File: src/rtl/lm_sm_sequencer_if.sv
// lm_sm_sequencer_if
// Bundles the ID-side request (start/is_lm/reg_list), the pipeline controls
// (hold/flush) and the micro-op stream toward ID/EX.
//   master : ID stage / pipeline control, drives the request and controls
//   slave  : the LM/SM sequencer, drives busy/front_stall/uop_*/done
interface lm_sm_sequencer_if #(
  parameter int LIST_W = 8,
  parameter int DATA_W = 16
);
  localparam int RD_W = $clog2(LIST_W);

  logic              start;
  logic              is_lm;
  logic [LIST_W-1:0] reg_list;
  logic              hold;
  logic              flush;

  logic              busy;
  logic              front_stall;
  logic              uop_valid;
  logic              uop_lm;
  logic              uop_sm;
  logic [RD_W-1:0]   uop_rd;
  logic [DATA_W-1:0] uop_offset;
  logic              uop_last;
  logic              done;

  modport master (
    output start, is_lm, reg_list, hold, flush,
    input  busy, front_stall, uop_valid, uop_lm, uop_sm,
           uop_rd, uop_offset, uop_last, done
  );

  modport slave (
    input  start, is_lm, reg_list, hold, flush,
    output busy, front_stall, uop_valid, uop_lm, uop_sm,
           uop_rd, uop_offset, uop_last, done
  );
endinterface

File: src/rtl/lm_sm_sequencer.sv
// lm_sm_sequencer
// Expands one decoded LM/SM and its register list into a stream of
// single-register micro-ops (lowest register first), one per cycle, each with
// its Rd and base-relative word offset. Stalls the front end while in flight.
// Ports:
//   clock : pipeline clock, rising edge
//   clear : synchronous active-high reset
//   bus   : lm_sm_sequencer_if.slave (request, hold/flush, micro-op outputs)
//
// state | meaning
// IDLE  | no sequence; all uop_* outputs low
// ISSUE | presenting the micro-op for the lowest set bit of list_q
module lm_sm_sequencer #(
  parameter int LIST_W    = 8,
  parameter int DATA_W    = 16,
  parameter int ADDR_STEP = 1
) (
  input  logic clock,
  input  logic clear,
  lm_sm_sequencer_if.slave bus
);
  localparam int RD_W = $clog2(LIST_W);

  typedef enum logic {IDLE, ISSUE} state_t;

  state_t            state;
  logic [LIST_W-1:0] list_q;
  logic [DATA_W-1:0] offset_q;
  logic              lm_q;
  logic              done_q;

  logic [RD_W-1:0]   low_idx;
  logic [LIST_W-1:0] list_rest;
  logic              last_uop;
  logic              issuing;

  // Scan from the top down so the lowest set bit wins.
  always_comb begin
    low_idx = '0;
    for (int i = LIST_W - 1; i >= 0; i--) begin
      if (list_q[i]) low_idx = RD_W'(i);
    end
  end

  // x & (x-1) drops the lowest set bit; an empty remainder means one bit left.
  assign list_rest = list_q & (list_q - LIST_W'(1));
  assign last_uop  = (list_q != '0) && (list_rest == '0);
  assign issuing   = (state == ISSUE);

  always_ff @(posedge clock) begin
    if (clear) begin
      state    <= IDLE;
      list_q   <= '0;
      offset_q <= '0;
      lm_q     <= 1'b0;
      done_q   <= 1'b0;
    end else if (bus.flush) begin
      state  <= IDLE;
      list_q <= '0;
      done_q <= 1'b0;
    end else begin
      done_q <= 1'b0;
      case (state)
        IDLE: begin
          if (bus.start && (bus.reg_list != '0)) begin
            state    <= ISSUE;
            list_q   <= bus.reg_list;
            lm_q     <= bus.is_lm;
            offset_q <= '0;
          end
        end
        ISSUE: begin
          if (!bus.hold) begin
            list_q   <= list_rest;
            offset_q <= offset_q + DATA_W'(ADDR_STEP);
            if (last_uop) begin
              state  <= IDLE;
              done_q <= 1'b1;
            end
          end
        end
        default: state <= IDLE;
      endcase
    end
  end

  assign bus.busy        = issuing;
  // Release the front end in the cycle the final micro-op is accepted so the
  // next instruction enters ID exactly as the sequence retires.
  assign bus.front_stall = issuing & ~(last_uop & ~bus.hold);
  assign bus.uop_valid   = issuing;
  assign bus.uop_lm      = issuing & lm_q;
  assign bus.uop_sm      = issuing & ~lm_q;
  assign bus.uop_rd      = issuing ? low_idx : '0;
  assign bus.uop_offset  = issuing ? offset_q : '0;
  assign bus.uop_last    = issuing & last_uop;
  assign bus.done        = done_q;
endmodule

File: src/flat_wrapper.sv
// flat-port wrapper written by rule: the top's interface ports become plain ports
module lm_sm_sequencer_flat 
#(
  parameter int LIST_W    = 8,
  parameter int DATA_W    = 16,
  parameter int ADDR_STEP = 1
)
  (clock, clear, bus_start, bus_is_lm, bus_reg_list, bus_hold, bus_flush, bus_busy, bus_front_stall, bus_uop_valid, bus_uop_lm, bus_uop_sm, bus_uop_rd, bus_uop_offset, bus_uop_last, bus_done);
  lm_sm_sequencer_if #(.LIST_W(LIST_W), .DATA_W(DATA_W)) bus_i ();
  input  logic clock;
  input  logic clear;
  input wire logic [$bits(bus_i.start)-1:0] bus_start;
  input wire logic [$bits(bus_i.is_lm)-1:0] bus_is_lm;
  input wire logic [$bits(bus_i.reg_list)-1:0] bus_reg_list;
  input wire logic [$bits(bus_i.hold)-1:0] bus_hold;
  input wire logic [$bits(bus_i.flush)-1:0] bus_flush;
  output wire logic [$bits(bus_i.busy)-1:0] bus_busy;
  output wire logic [$bits(bus_i.front_stall)-1:0] bus_front_stall;
  output wire logic [$bits(bus_i.uop_valid)-1:0] bus_uop_valid;
  output wire logic [$bits(bus_i.uop_lm)-1:0] bus_uop_lm;
  output wire logic [$bits(bus_i.uop_sm)-1:0] bus_uop_sm;
  output wire logic [$bits(bus_i.uop_rd)-1:0] bus_uop_rd;
  output wire logic [$bits(bus_i.uop_offset)-1:0] bus_uop_offset;
  output wire logic [$bits(bus_i.uop_last)-1:0] bus_uop_last;
  output wire logic [$bits(bus_i.done)-1:0] bus_done;
  assign bus_i.start = bus_start;
  assign bus_i.is_lm = bus_is_lm;
  assign bus_i.reg_list = bus_reg_list;
  assign bus_i.hold = bus_hold;
  assign bus_i.flush = bus_flush;
  assign bus_busy = bus_i.busy;
  assign bus_front_stall = bus_i.front_stall;
  assign bus_uop_valid = bus_i.uop_valid;
  assign bus_uop_lm = bus_i.uop_lm;
  assign bus_uop_sm = bus_i.uop_sm;
  assign bus_uop_rd = bus_i.uop_rd;
  assign bus_uop_offset = bus_i.uop_offset;
  assign bus_uop_last = bus_i.uop_last;
  assign bus_done = bus_i.done;
  lm_sm_sequencer #(.LIST_W(LIST_W), .DATA_W(DATA_W), .ADDR_STEP(ADDR_STEP)) u_core (.clock(clock), .clear(clear), .bus(bus_i));
endmodule
File: config.mk
export PLATFORM = sky130hd
export DESIGN_NAME = lm_sm_sequencer_flat
export DESIGN_NICKNAME = d
export VERILOG_FILES = /design/src/rtl/lm_sm_sequencer_if.sv /design/src/rtl/lm_sm_sequencer.sv /design/src/flat_wrapper.sv
export SDC_FILE = /design/constraint.sdc
export NUM_CORES = 1
export LEC_CHECK = 0
export BUFFER_PORTS_ARGS = -buffer_cell sky130_fd_sc_hd__buf_2
export CORE_MARGIN = 2
export CORE_UTILIZATION = 42
export DETAILED_ROUTE_END_ITERATION = 6
export PLACE_DENSITY = 0.77
export SYNTH_ARGS = -nofsm -noshare
export SYNTH_HDL_FRONTEND = slang
export SYNTH_SLANG_ARGS = --single-unit
export TNS_END_PERCENT = 30
File: constraint.sdc
create_clock -name clock -period 1.6 [get_ports clock]
set_input_delay 0.08 -clock clock [delete_from_list [all_inputs] [get_ports clock]]
set_output_delay 0.08 -clock clock [all_outputs]
set_load 0.02 [all_outputs]
## Yosys cells after proc, flatten, opt, wreduce, memory -nomap -nowiden

Cells that the tools add are included.
Widths: inputs -> output; s select.

| word-level totals | value |
|---|---|
| word-level logic and storage cells | 51 |
| bits in registers | 27 |
| input port bits | 14 |
| output and inout bits | 26 |

| operators by class | value |
|---|---|
| bitwise logic cells | 11 |
| mux-type cells | 21 |
| reductions and logical operators | 10 |
| equality and inequality tests | 2 |
| add/subtract/negate cells | 2 |

Operator list:

| kind | number |
|---|---|
| $mux 16 | 3 |
| $pmux 16 s2 | 1 |
| $mux 3 | 9 |
| $add 16x1->16 const B | 1 |
| $mux 8 | 2 |
| $pmux 8 s2 | 1 |
| $reduce_bool 8->1 | 2 |
| $and 8x8->8 | 1 |
| $logic_not 8->1 | 1 |
| $sub 8x1->8 const B | 1 |
| $reduce_and 3->1 | 2 |
| $and 1x1->1 | 5 |
| $not 1->1 | 5 |
| $mux 1 | 4 |
| $reduce_or 4->1 | 1 |
| $logic_and 1x1->1 | 2 |
| $ne 2x1->1 const B | 1 |
| $ne 2x2->1 const B | 1 |
| $pmux 1 s2 | 1 |
| $reduce_and 2->1 | 1 |
| $reduce_or 2->1 | 1 |

## Depth between registers and ports, before layout

Gate-level depths: netlist (run 1).

| logic depth | value |
|---|---|
| depth after elaboration | 9 |
| depth in mapped cells | 7 |
| depth with buffers taken out | 5 |

## Worst setup path before layout (run 1)

Ideal clock, no wire load.

| timing | value |
|---|---|
| path type | flip-flop to output port |
| start point | register u_core.list_q[0] |
| end point | output bus_uop_last |
| path buffers | 1 |
| cell stages (with the launch flop) | 6 |
| path slack | -157 ps |
| arrival time | 1677 ps |
| data required time | 1520 ps |
| cell sequence | dfxtp_1 buf_6 or4_4 nor2_1 mux2i_1 and3_1 |

| between the ends | value |
|---|---|
| longest elaborated chain between the ends | 5 |
| elaborated cells between the ends (all ways) | 6 |
| classes of those cells | add/sub (1); bitwise (2); reduce/logical (3) |

RTL lines:

| item | RTL line | text |
|---|---|---|
| start, declared | lm_sm_sequencer.sv:27 | `logic [LIST_W-1:0] list_q;` |
| start signal, assigned | lm_sm_sequencer.sv:67 | `list_q <= bus.reg_list;` |
| start signal, assigned | lm_sm_sequencer.sv:74 | `list_q <= list_rest;` |
| $sub 8x1->8 | lm_sm_sequencer.sv:46 | `assign list_rest = list_q & (list_q - LIST_W'(1));` |
| $and 8x8->8 | lm_sm_sequencer.sv:46 |  |
| $logic_not 8->1 | lm_sm_sequencer.sv:47 | `assign last_uop = (list_q != '0) && (list_rest == '0);` |
| $logic_and 1x1->1 * | lm_sm_sequencer.sv:47 |  |
| $and 1x1->1 * | lm_sm_sequencer.sv:96 | `assign bus.uop_last = issuing & last_uop;` |
| end, declared | flat_wrapper.sv:24 | `output wire logic [$bits(bus_i.uop_last)-1:0] bus_uop_last;` |

Mark *: on every way between the ends. The rest lies on a longest branch, timed or not.

## Worst setup path in the final report (run 1)

| timing | value |
|---|---|
| start point | register u_core.list_q[2] |
| end point | output bus_uop_last |

Same word-level chain as after synthesis.

==> impl_metrics.env, run 1 <==
export IMPL_cap_violations=0
export IMPL_yosys_area_share_simple=0.323
export IMPL_yosysWarningCount=0
export IMPL_synth_seq_area_share=0.307
export IMPL_cts_sinks=27
export IMPL_cp_required_ns=1.52
export IMPL_p_seq_frac=0.484
export IMPL_die_w_um=68.7
export IMPL_antenna_left=0
export IMPL_cts_tree="done"
export IMPL_die_height_um=68.7
export IMPL_yosys_area_top_type="dfxtp_1"
export IMPL_power_w=0.00143
export IMPL_hold_violations=0
export IMPL_antenna_found_initial=0
export IMPL_io_pins=40
export IMPL_clkLatencyLatePin_ns=0.28
export IMPL_instances_no_fill=354
export IMPL_rsz0062_at_grt="true"
export IMPL_fillers=336
export IMPL_overflow=0
export IMPL_min_delay_start="bus_reg_list[6]"
export IMPL_grt_max_degree=33
export IMPL_rr_startpoint="u_core.list_q[2]"
export IMPL_ys_seq_elements=27
export IMPL_slowest_delay_ns=0.56
export IMPL_p_comb_frac=0.231
export IMPL_clock_path_buffers=2
export IMPL_path_max_fanout=4
export IMPL_drive_gt1_frac=0.454
export IMPL_cp_cell_sequence="or4_4, nor2_4, mux2i_4, and3_4, buf_6"
export IMPL_reg2reg_to="u_core.list_q[7]"
export IMPL_p_sw_frac=0.295
export IMPL_drcViolationCount=0
export IMPL_synth_xor_area_share=0.00498
export IMPL_cp_slowest_cell="or4_4"
export IMPL_power_share_clock=0.285
export IMPL_track_usage=0.232
export IMPL_syn_inst=217
export IMPL_fin_setup_tns_ns=-1.77
export IMPL_post_synth_top_count_cell="dfxtp_1"
export IMPL_power_density_nw_per_um2=539
export IMPL_dp_cells=345
export IMPL_diodes=0
export IMPL_hold_end="u_core.list_q[6]"
export IMPL_min_path_cells=3
export IMPL_grt_pass1_vias=1829
export IMPL_synth_nets=232
export IMPL_cts_clk_slew_worst_paths_ns=0.10
export IMPL_p_int_w=0.00101
export IMPL_fmax_mhz=501
export IMPL_drt_wl_total_um=5290
export IMPL_period_share=1.25
export IMPL_num_rows=23
export IMPL_synthTopCellsByCount="27 x dfxtp_1, 25 x nand3_1, 18 x mux2i_1"
export IMPL_synthFlopType="dfxtp_1"
export IMPL_via_per_inst=5.77
export IMPL_grt_pass1_wl_um=8270
export IMPL_num_vias=2043
export IMPL_rrSetupSlack_ns=-0.37
export IMPL_h_tree_depth=1
export IMPL_die_area_um2=4730
export IMPL_nets=320
export IMPL_area_growth_pct=50.4
export IMPL_synth_top_family_by_area="simple AND/OR/NAND/NOR gates"
export IMPL_synth_compound_area_frac=0.181
export IMPL_period_needed_ns=2.00
export IMPL_initial_utilization=0.437
export IMPL_setup_viol=6
export IMPL_worstPathArrival_ns=1.92
export IMPL_worst_slew_pin_slew_ns=0.465
export IMPL_power_switching_w=0.000422
export IMPL_crit_type="flop to primary output"
export IMPL_synthTopCellsByArea="dfxtp_1 31%, mux2i_1 10%, nand3_1 7.1%"
export IMPL_skew_ns=0.00236
export IMPL_wl_per_cell_um=15.0
export IMPL_cts_buffers=3
export IMPL_place_hpwl_um=3610
export IMPL_place_congestion=0.930
export IMPL_slew_violations=0
export IMPL_reg2reg_depth=5
export IMPL_violations="setup timing"
export IMPL_power_leakage_nw=1.09
export IMPL_synthMuxAreaShare=0.102
export IMPL_synthAdderAreaFrac=0.0128
export IMPL_synth_area_per_cell_um2=8.11
export IMPL_status="finished with violations"
export IMPL_synth_distinct_cells=45
export IMPL_hp_class="input pin to flop"
export IMPL_cts_root_buffer="clkbuf_8"
export IMPL_synth_edf_count=0
export IMPL_ys_async_sr_fraction=0
export IMPL_core_region_area_um2=4030
export IMPL_first_pass_iters=5
export IMPL_setup_worst_path_end_class="primary output"
export IMPL_fin_ws_ns=-0.397
export IMPL_start_kind="flop"
export IMPL_portBuffers=39
export IMPL_netlist_area_um2=1760
export IMPL_relSlewSlack=0.687
export IMPL_drtIter0Drc=170
export IMPL_synth_top_area_frac=0.307
export IMPL_max_vdd_ir_drop_v=0.000320
## critical path, delay by kind of cell, from the launching register on
family                 cells  cell delay [ns]
and+or+nand+nor            3             0.91
DFF                        1             0.34
muxes                      1             0.28
buffers and inverters      1             0.11
## what timing repair did
action | in CTS | in global routing
resized for setup | 31 | 25
setup endpoints to repair | 14 | 25
hold buffers | 1 | 0
endpoints found under the hold margin | 1 | 0
pin swaps | 5 | 5
gates cloned | 0 | 0
buffers inserted | 3 | 1
## kinds of logic after synthesis
family | count (synthesis)
compound gates | 43
xor+xnor | 1
fa+ha+maj | 2
buf+inv | 26
flops | 27
mux | 18
simple gates | 100
## stage by stage
step           hold WS [ns]  instance area [µm²]  utilization  setup WS [ns]
2_1_floorplan         0.152                 1760            -         -0.152
3_3_place_gp          0.280                 2350        0.584         -0.152
3_5_place_dp          0.307                 2350        0.584         -0.208
4_1_cts              0.0328                 2540        0.630         -0.386
5_1_grt              0.0399                 2650        0.657         -0.440
6_report             0.0305                 2650        0.657         -0.397
## metal layers
metal | track usage | routed length, µm
met1 | 0.281 | 2220
met2 | 0.424 | 2680
met5 | 0 | 0
met4 | 0.0760 | 170
met3 | 0.0244 | 221
## state kept, by name, indices dropped and copies added (netlist names)
signal / count
u_core.bus.busy: 1
u_core.offset_q: 16
u_core.bus.done: 1
u_core.list_q: 8
u_core.lm_q: 1
## layout make-up
| class | instances | area, µm² | area share |
|---|---|---|---|
| Inverter | 8 | 32.5 | 0.0123 |
| Tap cell | 50 | 62.6 | 0.0236 |
| Clock inverter | 1 | 5.00 | 0.00189 |
| Clock buffer | 3 | 41.3 | 0.0156 |
| Multi-Input combinational cell | 164 | 1260 | 0.477 |
| Timing Repair Buffer | 101 | 686 | 0.259 |
| Sequential cell | 27 | 557 | 0.210 |
## placed cells by master, fill, tap and decap left out, types with 5 or more instances in the layout
| cell | instances |
|---|---|
| mux2i_1 | 17 |
| nand3_1 | 24 |
| buf_4 | 61 |
| nor2_1 | 7 |
| nand3b_1 | 13 |
| buf_2 | 36 |
| inv_1 | 6 |
| dfxtp_1 | 20 |
| nand2_1 | 12 |
| a21oi_1 | 5 |
| a211oi_2 | 6 |
| and2_1 | 17 |
## worst max path at each step
stage,startpoint,to,slack (ns)
after CTS,u_core.list_q[2],bus_uop_last,-0.39
final,u_core.list_q[2],bus_uop_last,-0.40
after global placement,u_core.list_q[0],bus_uop_last,-0.15
after global routing,u_core.list_q[2],bus_uop_last,-0.44
after floorplan,u_core.list_q[0],u_core.list_q[7],-0.15
after detailed placement,u_core.list_q[0],bus_uop_last,-0.21
## power groups by stage
stage,logic (W),registers [W],clock network (W)
after global placement,0.000255,0.000707,0
final,0.000330,0.000691,0.000406
after floorplan,0.000152,0.000709,0
after global routing,0.000355,0.000692,0.000428
after detailed placement,0.000262,0.000707,0
after CTS,0.000307,0.000692,0.000416
Note: power is estimated with default switching activity, not from simulation.
==> run 2: changes to the inputs <==
--- a/config.mk
+++ b/config.mk
@@ -5,9 +5,11 @@
 export SDC_FILE = /design/constraint.sdc
 export NUM_CORES = 1
 export LEC_CHECK = 0
+export ABC_AREA = 1
 export BUFFER_PORTS_ARGS = -buffer_cell sky130_fd_sc_hd__buf_2
 export CORE_MARGIN = 2
 export CORE_UTILIZATION = 42
+export CTS_CLUSTER_DIAMETER = 100
 export DETAILED_ROUTE_END_ITERATION = 6
 export PLACE_DENSITY = 0.77
 export SYNTH_ARGS = -nofsm -noshare
==> run 2 against run 1 <==
The run now ends clean. Via count fell by 4.0%. Sequential power rose by 2%. Clock-buffer cell count rose by 1. Design area fell by 19%. Total power fell by 5.7%. First-iteration DRC count fell by 10%. Critical path depth rose by 4. Non-clock buffer count fell by 53.
==> impl_metrics.env, run 2 <==
export IMPL_status="completed"
export IMPL_antenna_found_initial=0
export IMPL_syn_inst=296
export IMPL_hold_violations=0
export IMPL_crit_family="simple AND/OR/NAND/NOR gates"
export IMPL_p_seq_frac=0.524
export IMPL_ys_seq_elements=27
export IMPL_final_util=0.531
export IMPL_rsz0062_at_grt="true"
export IMPL_diodes=0
export IMPL_period_share=1.00
export IMPL_synthTopCellsByArea="dfxtp_1 30%, nand2_1 16%, inv_1 10%"
export IMPL_period_needed_ns=1.60
export IMPL_ys_async_sr_fraction=0
export IMPL_largest_register_ffs=16
export IMPL_die_w_um=69.5
export IMPL_power_leakage_nw=1.09
export IMPL_via_per_inst=5.04
export IMPL_initial_utilization=0.443
export IMPL_io_pins=40
export IMPL_num_vias=1962
export IMPL_fin_setup_tns_ns=0
export IMPL_clkLatencyLatePin_ns=0.27
export IMPL_drt_wl_total_um=4390
export IMPL_dr_wl_met2_um=2020
export IMPL_worst_slew_pin_slew_ns=0.434
export IMPL_synth_distinct_cells=31
export IMPL_synth_top_area_frac=0.300
export IMPL_top_layer="met4"
export IMPL_cts_root_buffer="clkbuf_8"
export IMPL_yosysWarningCount=0
export IMPL_synth_edf_count=0
export IMPL_setup_viol=0
export IMPL_synthTopCellsByCount="78 x nand2_1, 48 x inv_1, 35 x nor2_1"
export IMPL_die_area_um2=4820
export IMPL_p_int_w=0.000956
export IMPL_max_vdd_ir_drop_v=0.000268
export IMPL_grt_max_degree=23
export IMPL_nets=355
export IMPL_path_max_fanout=4
export IMPL_post_dp_cell_area_um2=2040
export IMPL_die_height_um=69.5
export IMPL_cp_required_ns=1.52
export IMPL_dp_cells=383
export IMPL_rrSetupSlack_ns=0.19
export IMPL_mostFrequentLayoutCell="nand2_1"
export IMPL_wl_per_cell_um=11.3
export IMPL_hp_class="input pin to flop"
export IMPL_num_rows=23
export IMPL_path_depth=9
export IMPL_cts_sinks=27
export IMPL_crit_type="flop to primary output"
export IMPL_slew_violations=0
export IMPL_place_congestion=0.895
export IMPL_skew_ns=0.00598
export IMPL_top_regs="u_core.offset_q (16), u_core.list_q (8)"
export IMPL_overflow=0
export IMPL_fin_area_um2=2150
export IMPL_clock_path_buffers=2
export IMPL_drtIter0Drc=153
export IMPL_grt_pass1_vias=1726
export IMPL_setup_worst_path_end_class="primary output"
export IMPL_power_switching_w=0.000389
export IMPL_cp_cell_sequence="nor2_4, nand2_2, nand2_2, nand2_1, nor2_2, nand4_1, nand2_1, inv_1, buf_2"
export IMPL_first_pass_iters=5
export IMPL_routedLengthMet1_um=2090
export IMPL_cap_violations=0
export IMPL_rr_startpoint="u_core.offset_q[5]"
export IMPL_cp_slowest_cell="dfxtp_2"
export IMPL_synth_area_per_cell_um2=6.08
export IMPL_grt_pass1_wl_um=7330
export IMPL_relSlewSlack=0.710
export IMPL_post_synth_top_count_cell="nand2_1"
export IMPL_endpoint="bus_front_stall"
export IMPL_regMostFlops="u_core.offset_q"
export IMPL_core_region_area_um2=4060
export IMPL_p_comb_frac=0.189
export IMPL_reg2reg_to="u_core.offset_q[9]"
export IMPL_cts_tree="done"
export IMPL_power_density_nw_per_um2=624
export IMPL_antenna_left=0
export IMPL_cp_num_buf_inv=2
export IMPL_reg2reg_depth=7
export IMPL_start_kind="flop"
export IMPL_critPathLaunch="u_core.list_q[0]"
export IMPL_instances_no_fill=389
export IMPL_wl_met3_um=230
export IMPL_synthFlopType="dfxtp_1"
export IMPL_cts_clk_slew_worst_paths_ns=0.09
export IMPL_power_w=0.00135
export IMPL_layout_common_cells="74 x nand2_1, 48 x inv_1, 38 x buf_2"
export IMPL_power_share_clock=0.287
export IMPL_area_growth_pct=19.7
export IMPL_worstPathArrival_ns=1.52
export IMPL_place_hpwl_um=3210
export IMPL_seqCellArea_um2=553
export IMPL_cts_buffers=3
export IMPL_track_usage=0.178
export IMPL_h_tree_depth=1
export IMPL_netlist_area_um2=1800
export IMPL_slowest_delay_ns=0.35
export IMPL_multiInputGateArea_um2=1030
export IMPL_fillers=413
export IMPL_drcViolationCount=0
export IMPL_drive_gt1_frac=0.265
export IMPL_portBuffers=39
export IMPL_synth_seq_area_share=0.300
export IMPL_fmax_mhz=625
export IMPL_synth_nets=311
export IMPL_p_sw_frac=0.289
export IMPL_yosys_area_top_type="dfxtp_1"
## run 2: changes by cell type in the layout (fill, tap and decap cells not counted), sizes merged, moves of 13 or more
cell and delta:
o21ai +16, nand3b -13, nand2 +69, mux2i -18
a21oi +16, inv +43, and2 -17, nor2 +31
buf -52
## run 2: worst min path at each step
stage                    start               end  cells past startpoint
2_1_floorplan  bus_reg_list[0]  u_core.list_q[0]                      2
3_3_place_gp         bus_is_lm       u_core.lm_q                      3
3_5_place_dp   bus_reg_list[7]  u_core.list_q[7]                      3
4_1_cts        bus_reg_list[7]  u_core.list_q[7]                      3
5_1_grt        bus_reg_list[0]  u_core.list_q[0]                      3
6_report       bus_reg_list[0]  u_core.list_q[0]                      3
## run 2: cell families after synthesis
logic type,synth area share
xor+xnor,0.0146
flops,0.300
buf+inv,0.150
fa+ha+maj,0.00695
compound gates,0.143
simple gates,0.386
## run 2: power by group through the flow
stage	Sequential (W)	Combinational (W)	Clock (W)
CTS	0.000701	0.000236	0.000396
detailed placement	0.000717	0.000227	0
finish	0.000705	0.000254	0.000386
global route	0.000706	0.000281	0.000425
floorplan	0.000717	0.000166	0
global placement	0.000717	0.000225	0
## run 2: routing by layer
metal  vias up  GRT usage
li1       1016          -
met3         6     0.0218
met2        64      0.297
met5         -          0
met1       876      0.241
met4         0     0.0523
## run 2: worst reg2reg max path, stage by stage, from the launching register on
cell and delay [ns]:
dfxtp_1 0.47, nand2_1 0.12, nor2_2 0.24, nand3_1 0.12, xor2_1 0.15, nor2_1 0.09
nand2_1 0.06, a21oi_2 0.10
## run 2: area by class of cell
cell class	count	share of cell area
clock buffer	4	0.0209
inverter	53	0.0941
multi-input combinational	207	0.476
sequential	27	0.257
tap	50	0.0290
timing repair buffer	48	0.123
## run 2: what timing repair did
| action | CTS | global route |
|---|---|---|
| hold buffers | 0 | 0 |
| pin swaps | 3 | 5 |
| resized for setup | 7 | 15 |
| setup endpoints to repair | 2 | 6 |
| setup buffers | 1 | 1 |
## run 2: stage by stage
step | setup WS (ns) | hold WS, ns
after floorplan | 0.00902 | 0.239
final | 0.000210 | 0.0786
after global placement | 0.252 | 0.360
after CTS | -0.0225 | 0.0827
after detailed placement | 0.193 | 0.371
after global routing | -0.111 | 0.0860
==> run 3: changes to the inputs <==
--- a/config.mk
+++ b/config.mk
@@ -7,11 +7,13 @@
 export LEC_CHECK = 0
 export ABC_AREA = 1
 export BUFFER_PORTS_ARGS = -buffer_cell sky130_fd_sc_hd__buf_2
+export CELL_PAD_IN_SITES_DETAIL_PLACEMENT = 1
+export CELL_PAD_IN_SITES_GLOBAL_PLACEMENT = 1
 export CORE_MARGIN = 2
-export CORE_UTILIZATION = 42
+export CORE_UTILIZATION = 33
 export CTS_CLUSTER_DIAMETER = 100
 export DETAILED_ROUTE_END_ITERATION = 6
-export PLACE_DENSITY = 0.77
+export PLACE_DENSITY = 0.85
 export SYNTH_ARGS = -nofsm -noshare
 export SYNTH_HDL_FRONTEND = slang
 export SYNTH_SLANG_ARGS = --single-unit
==> run 3 against run 2 <==
The run now ends with setup timing left. Routed wire length is 29% higher. Critical path type unchanged. Global-route usage grew 1.2 points. Register-to-register slack worse by 0.02 ns. Via count increased by 4.2%. Combinational power is 12% higher. Design area grew 4.2%. Sequential share of layout area is 0.42 points lower. Worst setup slack worse by 0.015 ns. Sequential power about the same. Highest routed layer unchanged. Non-clock buffer count up 1. Fmax is 0.92% lower. Hold slack worse by 0.0029 ns.
==> impl_metrics.env, run 3 (same netlist as run 2, synthesis figures left out) <==
export IMPL_status="finished with violations"
export IMPL_violations="setup timing"
export IMPL_fmax_mhz=619
export IMPL_die_w_um=77.8
export IMPL_crit_type="flop to primary output"
export IMPL_rrSetupSlack_ns=0.17
export IMPL_cts_tree="done"
export IMPL_path_common_cell="nand2_2"
export IMPL_cp_slowest_cell="dfxtp_4"
export IMPL_cap_violations=0
export IMPL_crit_family="simple AND/OR/NAND/NOR gates"
export IMPL_setup_viol=1
export IMPL_top_regs="u_core.offset_q (16), u_core.list_q (8)"
export IMPL_place_congestion=0.867
export IMPL_initial_utilization=0.348
export IMPL_start_kind="flop"
export IMPL_cp_required_ns=1.52
export IMPL_num_rows=26
export IMPL_layout_common_cells="71 x nand2_1, 47 x inv_1, 37 x buf_2"
export IMPL_via_per_inst=4.99
export IMPL_power_w=0.00141
export IMPL_h_tree_depth=1
export IMPL_place_hpwl_um=4140
export IMPL_fin_setup_tns_ns=-0.0146
export IMPL_multiInputGateArea_um2=1060
export IMPL_dp_cells=403
export IMPL_cts_clk_slew_worst_paths_ns=0.10
export IMPL_min_path_cells=3
export IMPL_slowest_delay_ns=0.37
export IMPL_instances_no_fill=410
export IMPL_hp_class="input pin to flop"
export IMPL_reg2reg_depth=9
export IMPL_rsz0062_at_grt="true"
export IMPL_hold_violations=0
export IMPL_fin_ws_ns=-0.0146
export IMPL_clock_path_buffers=2
export IMPL_die_area_um2=6060
export IMPL_drt_wl_total_um=5650
export IMPL_area_growth_pct=24.8
export IMPL_path_max_fanout=4
export IMPL_reg2reg_to="u_core.offset_q[14]"
export IMPL_min_delay_start="bus_reg_list[7]"
export IMPL_largest_register_ffs=16
export IMPL_first_pass_iters=4
export IMPL_setup_worst_path_end_class="primary output"
export IMPL_clkLatencyLatePin_ns=0.29
export IMPL_antenna_left=0
export IMPL_drtIter0Drc=151
export IMPL_power_density_nw_per_um2=628
export IMPL_portBuffers=39
export IMPL_seqCellArea_um2=567
export IMPL_fillers=712
export IMPL_rr_startpoint="u_core.offset_q[0]"
export IMPL_final_util=0.434
export IMPL_grt_pass1_vias=2053
export IMPL_skew_ns=0.00954
export IMPL_slew_violations=0
export IMPL_grt_pass1_wl_um=9430
export IMPL_overflow=0
export IMPL_period_share=1.01
export IMPL_track_usage=0.190
export IMPL_worstPathArrival_ns=1.53
export IMPL_relSlewSlack=0.773
export IMPL_drcViolationCount=0
export IMPL_cts_buffers=3
export IMPL_cts_root_buffer="clkbuf_8"
export IMPL_core_region_area_um2=5170
export IMPL_grt_max_degree=25
export IMPL_power_leakage_nw=1.12
export IMPL_cts_sinks=27
export IMPL_period_needed_ns=1.61
export IMPL_place_ws_ns=0.172
export IMPL_max_vdd_ir_drop_v=0.000292
export IMPL_diodes=0
export IMPL_die_height_um=77.8
export IMPL_cp_num_buf_inv=2
export IMPL_cp_cell_sequence="nor2_4, nand2_2, nand2_2, nand2_2, nor2_4, nand4_1, nand2_1, inv_1, buf_6"
export IMPL_io_pins=40
export IMPL_num_vias=2044
export IMPL_hold_end="u_core.list_q[7]"
export IMPL_wl_per_cell_um=13.8
export IMPL_hold_buffers=0
export IMPL_drive_gt1_frac=0.297
export IMPL_nets=356
export IMPL_mostFrequentLayoutCell="nand2_1"
export IMPL_antenna_found_initial=0
export IMPL_worst_slew_pin_slew_ns=0.338
export IMPL_regMostFlops="u_core.offset_q"
run 3: area by class of cell:
class                      count  share of cell area
timing repair buffer          49               0.124
tap                           70              0.0390
multi-input combinational    207               0.472
inverter                      53              0.0909
clock inverter                 1             0.00334
sequential                    27               0.253
clock buffer                   3              0.0184
run 3: worst reg2reg max path, delay by kind of cell, from the launching register on:
kind | cells | cell delay (ns)
compound gates | 1 | 0.14
fa+ha+maj | 1 | 0.22
buf+inv | 1 | 0.07
flops | 1 | 0.37
simple gates | 6 | 0.57
run 3: power by group:
| group | leakage [nW] | switching (W) | internal (W) |
|---|---|---|---|
| logic | 0.869 | 0.000184 | 0.000101 |
| clock network | 0.0217 | 0.000244 | 0.000178 |
| registers | 0.224 | 0.0000189 | 0.000683 |
run 3: metal layers:
layer,vias to the layer above,routed length [µm],GRT usage
met3,2,229,0.0256
met1,991,2560,0.239
met5,-,0,0
met2,38,2830,0.338
li1,1013,-,-
met4,0,34,0.0500
run 3: worst max path at each step:
stage | start | cells after the start | to | slack, ns
5_1_grt | u_core.list_q[0] | 9 | bus_front_stall | -0.11
2_1_floorplan | u_core.bus.busy | 3 | bus_uop_rd[1] | 0.009
3_3_place_gp | u_core.list_q[0] | 6 | bus_uop_last | 0.25
3_5_place_dp | u_core.offset_q[0] | 9 | u_core.offset_q[14] | 0.17
4_1_cts | u_core.list_q[1] | 9 | bus_front_stall | -0.04
6_report | u_core.list_q[2] | 9 | bus_front_stall | -0.01
run 3: repair_timing:
item,in CTS,in global routing
gates resized for setup,11,29
setup buffers,0,3
endpoints found under the setup margin,4,5
pin swaps,2,7
run 3: per-stage QoR:
stage / hold slack (ns) / cell area, µm²
after floorplan: 0.239 / 1800
after global placement: 0.370 / 2070
after detailed placement: 0.377 / 2070
after CTS: 0.0655 / 2140
after global routing: 0.0928 / 2240
final: 0.0757 / 2240
